--- src/rtl/systolic_scheduler.sv ---
// systolic_scheduler: sequences a 2x2 output-stationary systolic multiplier.
// Latches A and B on start, clears the PEs, feeds skewed operands onto the
// west/north edges over three feed steps, drains for one step, then holds
// DONE so the result can be read from the PEs on the display path.
//
// Handshake: start is a one-cycle request, accepted only in IDLE or DONE;
// pe_en and pe_clear are one-cycle strobes to the array, never together.
// A step advances when (fast | step_tick) is high on the clock edge; abort
// overrides everything and returns to IDLE without touching the PEs.
module systolic_scheduler #(
  parameter int DATA_W     = 8,
  parameter int STEP_CNT_W = 3
) (
  input  logic                  clock_100Mhz,
  input  logic                  reset,
  input  logic                  start,
  input  logic                  abort,
  input  logic                  fast,
  input  logic                  step_tick,
  input  logic [DATA_W-1:0]     a11,
  input  logic [DATA_W-1:0]     a12,
  input  logic [DATA_W-1:0]     a21,
  input  logic [DATA_W-1:0]     a22,
  input  logic [DATA_W-1:0]     b11,
  input  logic [DATA_W-1:0]     b12,
  input  logic [DATA_W-1:0]     b21,
  input  logic [DATA_W-1:0]     b22,
  output logic [DATA_W-1:0]     a_row1,
  output logic [DATA_W-1:0]     a_row2,
  output logic [DATA_W-1:0]     b_col1,
  output logic [DATA_W-1:0]     b_col2,
  output logic                  pe_en,
  output logic                  pe_clear,
  output logic                  busy,
  output logic                  done,
  output logic [STEP_CNT_W-1:0] step_count,
  output logic [2:0]            dbg_state
);

  typedef enum logic [2:0] {
    S_IDLE  = 3'd0,
    S_CLEAR = 3'd1,
    S_FEED0 = 3'd2,
    S_FEED1 = 3'd3,
    S_FEED2 = 3'd4,
    S_DRAIN = 3'd5,
    S_DONE  = 3'd6
  } state_t;

  state_t r_state;
  state_t w_next;

  logic w_adv;
  logic w_step_state;

  logic [DATA_W-1:0] r_a11, r_a12, r_a21, r_a22;
  logic [DATA_W-1:0] r_b11, r_b12, r_b21, r_b22;
  logic [DATA_W-1:0] r_a_row1, r_a_row2, r_b_col1, r_b_col2;
  logic [STEP_CNT_W-1:0] r_step_count;

  assign w_adv        = fast | step_tick;
  assign w_step_state = (r_state == S_FEED0) || (r_state == S_FEED1) ||
                        (r_state == S_FEED2) || (r_state == S_DRAIN);

  // State register
  always_ff @(posedge clock_100Mhz or negedge reset) begin
    if (!reset) r_state <= S_IDLE;
    else        r_state <= w_next;
  end

  // Next-state logic; abort wins over every other transition
  always_comb begin
    w_next = r_state;
    case (r_state)
      S_IDLE:  if (start) w_next = S_CLEAR;
      S_CLEAR: w_next = S_FEED0;
      S_FEED0: if (w_adv) w_next = S_FEED1;
      S_FEED1: if (w_adv) w_next = S_FEED2;
      S_FEED2: if (w_adv) w_next = S_DRAIN;
      S_DRAIN: if (w_adv) w_next = S_DONE;
      S_DONE:  if (start) w_next = S_CLEAR;
      default: w_next = S_IDLE;
    endcase
    if (abort) w_next = S_IDLE;
  end

  // Output decode; strobes are suppressed in the cycle abort is sampled
  always_comb begin
    pe_clear = 1'b0;
    pe_en    = 1'b0;
    busy     = 1'b0;
    done     = 1'b0;
    if (r_state == S_CLEAR) pe_clear = ~abort;
    if (w_step_state)       pe_en    = w_adv & ~abort;
    busy = (r_state == S_CLEAR) || w_step_state;
    done = (r_state == S_DONE);
  end

  // Operand latches: captured only when a run is accepted
  always_ff @(posedge clock_100Mhz or negedge reset) begin
    if (!reset) begin
      r_a11 <= '0; r_a12 <= '0; r_a21 <= '0; r_a22 <= '0;
      r_b11 <= '0; r_b12 <= '0; r_b21 <= '0; r_b22 <= '0;
    end else if (w_next == S_CLEAR) begin
      r_a11 <= a11; r_a12 <= a12; r_a21 <= a21; r_a22 <= a22;
      r_b11 <= b11; r_b12 <= b12; r_b21 <= b21; r_b22 <= b22;
    end
  end

  // Edge operands are launched on state entry and held for the whole state
  always_ff @(posedge clock_100Mhz or negedge reset) begin
    if (!reset) begin
      r_a_row1 <= '0; r_a_row2 <= '0; r_b_col1 <= '0; r_b_col2 <= '0;
    end else begin
      r_a_row1 <= '0; r_a_row2 <= '0; r_b_col1 <= '0; r_b_col2 <= '0;
      case (w_next)
        S_FEED0: begin
          r_a_row1 <= r_a11;
          r_b_col1 <= r_b11;
        end
        S_FEED1: begin
          r_a_row1 <= r_a12;
          r_a_row2 <= r_a21;
          r_b_col1 <= r_b21;
          r_b_col2 <= r_b12;
        end
        S_FEED2: begin
          r_a_row2 <= r_a22;
          r_b_col2 <= r_b22;
        end
        default: ;
      endcase
    end
  end

  // Step counter: zeroed around CLEAR and on abort, counts issued pe_en
  always_ff @(posedge clock_100Mhz or negedge reset) begin
    if (!reset)
      r_step_count <= '0;
    else if (abort || (w_next == S_CLEAR) || (r_state == S_CLEAR))
      r_step_count <= '0;
    else if (pe_en)
      r_step_count <= r_step_count + 1'b1;
  end

  assign a_row1     = r_a_row1;
  assign a_row2     = r_a_row2;
  assign b_col1     = r_b_col1;
  assign b_col2     = r_b_col2;
  assign step_count = r_step_count;
  assign dbg_state  = r_state;

endmodule

--- config.mk ---
export PLATFORM = sky130hd
export DESIGN_NAME = systolic_scheduler
export DESIGN_NICKNAME = d
export VERILOG_FILES = /design/src/rtl/systolic_scheduler.sv
export SDC_FILE = /design/constraint.sdc
export NUM_CORES = 1
export LEC_CHECK = 0
export CORE_UTILIZATION = 48
export DETAILED_ROUTE_END_ITERATION = 8
export PLACE_DENSITY = 0.8
export SETUP_SLACK_MARGIN = 0.3
export SYNTH_ARGS = -nofsm -noshare
export SYNTH_HDL_FRONTEND = slang
export SYNTH_SLANG_ARGS = --single-unit
--- constraint.sdc ---
create_clock -name clock_100Mhz -period 1.9 [get_ports clock_100Mhz]
set_input_delay 0.19 -clock clock_100Mhz [delete_from_list [all_inputs] [get_ports clock_100Mhz]]
set_output_delay 0.19 -clock clock_100Mhz [all_outputs]
set_load 0.005 [all_outputs]
==> run_results.csv <==
group,metric,value,unit
global_route,grt_max_degree,103,
cells_and_area,finalNetCount,481,
setup_path,worstSetupPathType,"flop to flop",
power_and_ir_drop,seqPwrFrac,51.4,%
timing,rsz0062_at_grt,"yes",
timing,clock_skew,0.0150,ns
min_path,worstHoldStart,"b22[5]",
cts,cts_root_buf,"clkbuf_8",
cells_and_area,syn_to_final_growth,50.6,%
cts,cts_tree,"built",
synthesis,synth_compound_area_share,10.7,%
synthesis,syn_avg_cell_area,15.3,µm²
cells_and_area,post-route-util,74.2,%
synthesis,synthCells,263,
setup_path,cp_max_fo,18,
drt,drt.antenna.violating_nets,0,
synthesis,synth_area_leader_cell,"dfrtp_1",
run_status,status,"complete, no violations",
timing,max_freq,564,MHz
drt,num_vias,2828,
placement,dp_hpwl,5540,µm
drt,drc,0,
placement,globalplace.congestion,0.807,
floorplanning,die_w,93.6,µm
timing,worstMarginPinSlew,0.522,ns
setup_path,worstPathArrival,2.01,ns
synthesis,synthFlopType,"dfrtp_1",
drt,wl_per_cell,18.2,µm
placement,portBuffers,111,
floorplanning,die-area,0.00876,mm²
drt,wl,9460,µm
synthesis,synth_mux_area_share,18.7,%
cts,numCtsBuffers,9,
global_route,gr-total-overflow,0,
setup_path,r2r-start,"dbg_state[1]",
global_route,antenna_found_initial,0,
global_route,gr-usage-all-layers,22.4,%
synthesis,synthArstFlopShare,100,%
synthesis,seq_area_frac_synth,63.4,%
timing,finalSetupTns,0,ns
power_and_ir_drop,power.internal,4.09,mW
timing,finalCriticalPeriod,1.77,ns
power_and_ir_drop,max-vdd-ir-drop,0.530,mV
power_and_ir_drop,p_per_area,900,mW/mm²
timing,period_share,93.3,%
global_route,grt_pass1_vias,2946,
timing,setup_violations,0,
setup_path,crit_required,2.14,ns
synthesis,synthSimpleGateAreaFrac,3.70,%
timing,drv_slew,0,
synthesis,synth_top_family_by_area,"multiplexers",
cts,clockBufferDepth,2,
synthesis,synth-adder-area-share,0.311,%
synthesis,syn_nets,334,
power_and_ir_drop,switching_power,1.37,mW
floorplanning,die_h,93.6,µm
cts,insertion_delay,0.36,ns
power_and_ir_drop,sw_frac_of_total,25.1,%
synthesis,synth.distinct_cells,41,
cts,clk_pin_slew,0.10,ns
drt,via_per_inst,5.44,
setup_path,crit_path_start,"dbg_state[1]",
global_route,grt_pass1_wl,14500,µm
power_and_ir_drop,power_leakage,2.72,nW
floorplanning,row_count,33,
cells_and_area,diodes,0,
synthesis,synth_xor_area_share,0.684,%
floorplanning,io_pins,112,
synthesis,synth_top_area_share,63.4,%
synthesis,ys_seq_elements,102,
synthesis,synth_edf_count,0,
synthesis,synth.area.top_cells,"dfrtp_1 (63%), mux2_1 (17%), a22o_1 (3.5%)",
drt,drt_iter0_markers,83,
cts,clock-sinks,102,
timing,final-hold-violation-count,0,
power_and_ir_drop,p_comb_share,20.6,%
floorplanning,core-area,0.00818,mm²
setup_path,worst_setup_path_start_kind,"flop",
power_and_ir_drop,pwr-share-clk,28.0,%
cts,htreeDepth,3,
drt,drt_first_pass_iters,6,
synthesis,syn-cell-area,0.00403,mm²
setup_path,setup.worst_path.end_class,"flop",
run,cap_viol_max_count,0,
floorplanning,start_util,49.3,%
synthesis,yosys_warnings,0,
timing,max_slew_margin,65.2,%
cells_and_area,drive_gt1_share,25.8,%
min_path,holdCritPathClass,"input port to flop",
## registers in the layout, summed over array words and instances, names as in the netlist
register,cells
r_a12,8
a_row1,8
a_row2,8
b_col2,8
r_b11,8
r_b21,8
step_count,3
r_b12,8
b_col1,8
r_a21,8
r_a11,8
r_a22,8
dbg_state,3
r_b22,8
## cell type report
cell class                 instances  area, µm²
fill                             529       2110
multi-input combinational        141       1500
inverter                           3       11.3
sequential                       102       2560
tap                              105        131
timing repair buffer             153       1640
clock inverter                     7        103
clock buffer                       9        124
## cell usage after synthesis, types with 3 or more instances
| master | n |
|---|---|
| a211oi_1 | 3 |
| a21oi_1 | 3 |
| a22o_1 | 16 |
| a32o_1 | 13 |
| a32o_2 | 3 |
| buf_2 | 10 |
| clkbuf_1 | 4 |
| dfrtp_1 | 102 |
| mux2_1 | 61 |
| mux2_2 | 3 |
| nor2_1 | 4 |
| o21ai_0 | 5 |
## power groups by stage
stage               logic (mW)  clock network [mW]  registers [mW]
floorplan                0.441                   0            2.78
global placement         0.818                   0            2.82
detailed placement       0.851                   0            2.85
CTS                       1.05                1.54            2.80
global route              1.21                1.64            2.85
finish                    1.12                1.53            2.81
## final timing paths
check,end,slack [ns],depth (start not counted)
max in group asynchronous,dbg_state[1],1.07,3
max,r_a22[1],0.13,6
max reg2reg,r_a22[1],0.13,6
min in group asynchronous,r_b22[5],0.42,3
min reg2reg,b_col2[0],0.49,1
min,r_b22[5],0.41,2
## kinds of logic after synthesis
logic type               after synthesis
flip-flops                           102
AND/OR/NAND/NOR                       22
XOR/XNOR                               1
AO/OA/AOI/OAI                         51
multiplexers                          66
adder cells (fa/ha/maj)                1
buffers and inverters                 20
## critical path: stages, from the launching register on
cell and delay [ns]:
dfrtp_2 0.45, buf_6 0.14, xnor2_4 0.14, buf_6 0.15, nand3_4 0.12, bufbuf_16 0.33, mux2_1 0.32
## per-layer routing
metal  up-vias  GRT usage [%]  routed length [µm]
met2        86           39.0                4940
met4         0           7.18                 214
li1       1269              -                   -
met3        18           7.32                 554
met5         -              0                   0
met1      1455           26.2                3750
## layout by cell type, fill, tap and decap left out, types with 4 or more instances in the layout
cell type | synthesis | layout
a32o_1 | 13 | 13
clkbuf_8 | 0 | 9
buf_12 | 0 | 6
mux2_1 | 61 | 41
buf_6 | 1 | 12
dfrtp_1 | 102 | 99
a22o_1 | 16 | 16
mux2_4 | 0 | 20
buf_16 | 0 | 4
buf_4 | 2 | 20
o21ai_0 | 5 | 5
clkdlybuf4s50_1 | 0 | 104
## stage by stage
stage,hold WS (ns),power (mW),cell area [µm²],worst slack [ns],std cells
global route,0.387,5.70,6060,0.0847,520
global placement,0.295,3.64,5330,0.0861,473
CTS,0.393,5.40,5970,0.154,517
finish,0.406,5.46,6060,0.128,520
floorplan,-0.106,3.22,4030,0.301,263
detailed placement,0.295,3.70,5330,0.0578,473
## timing repair
item,4_1_cts,5_1_grt
hold buffers,1,0
setup buffers,22,3
pin swaps,3,5
hold endpoints to repair,102,0
gates resized for setup,43,24
setup endpoints to repair,87,90
gates cloned,5,0
Note: power is estimated with default switching activity, not from simulation.
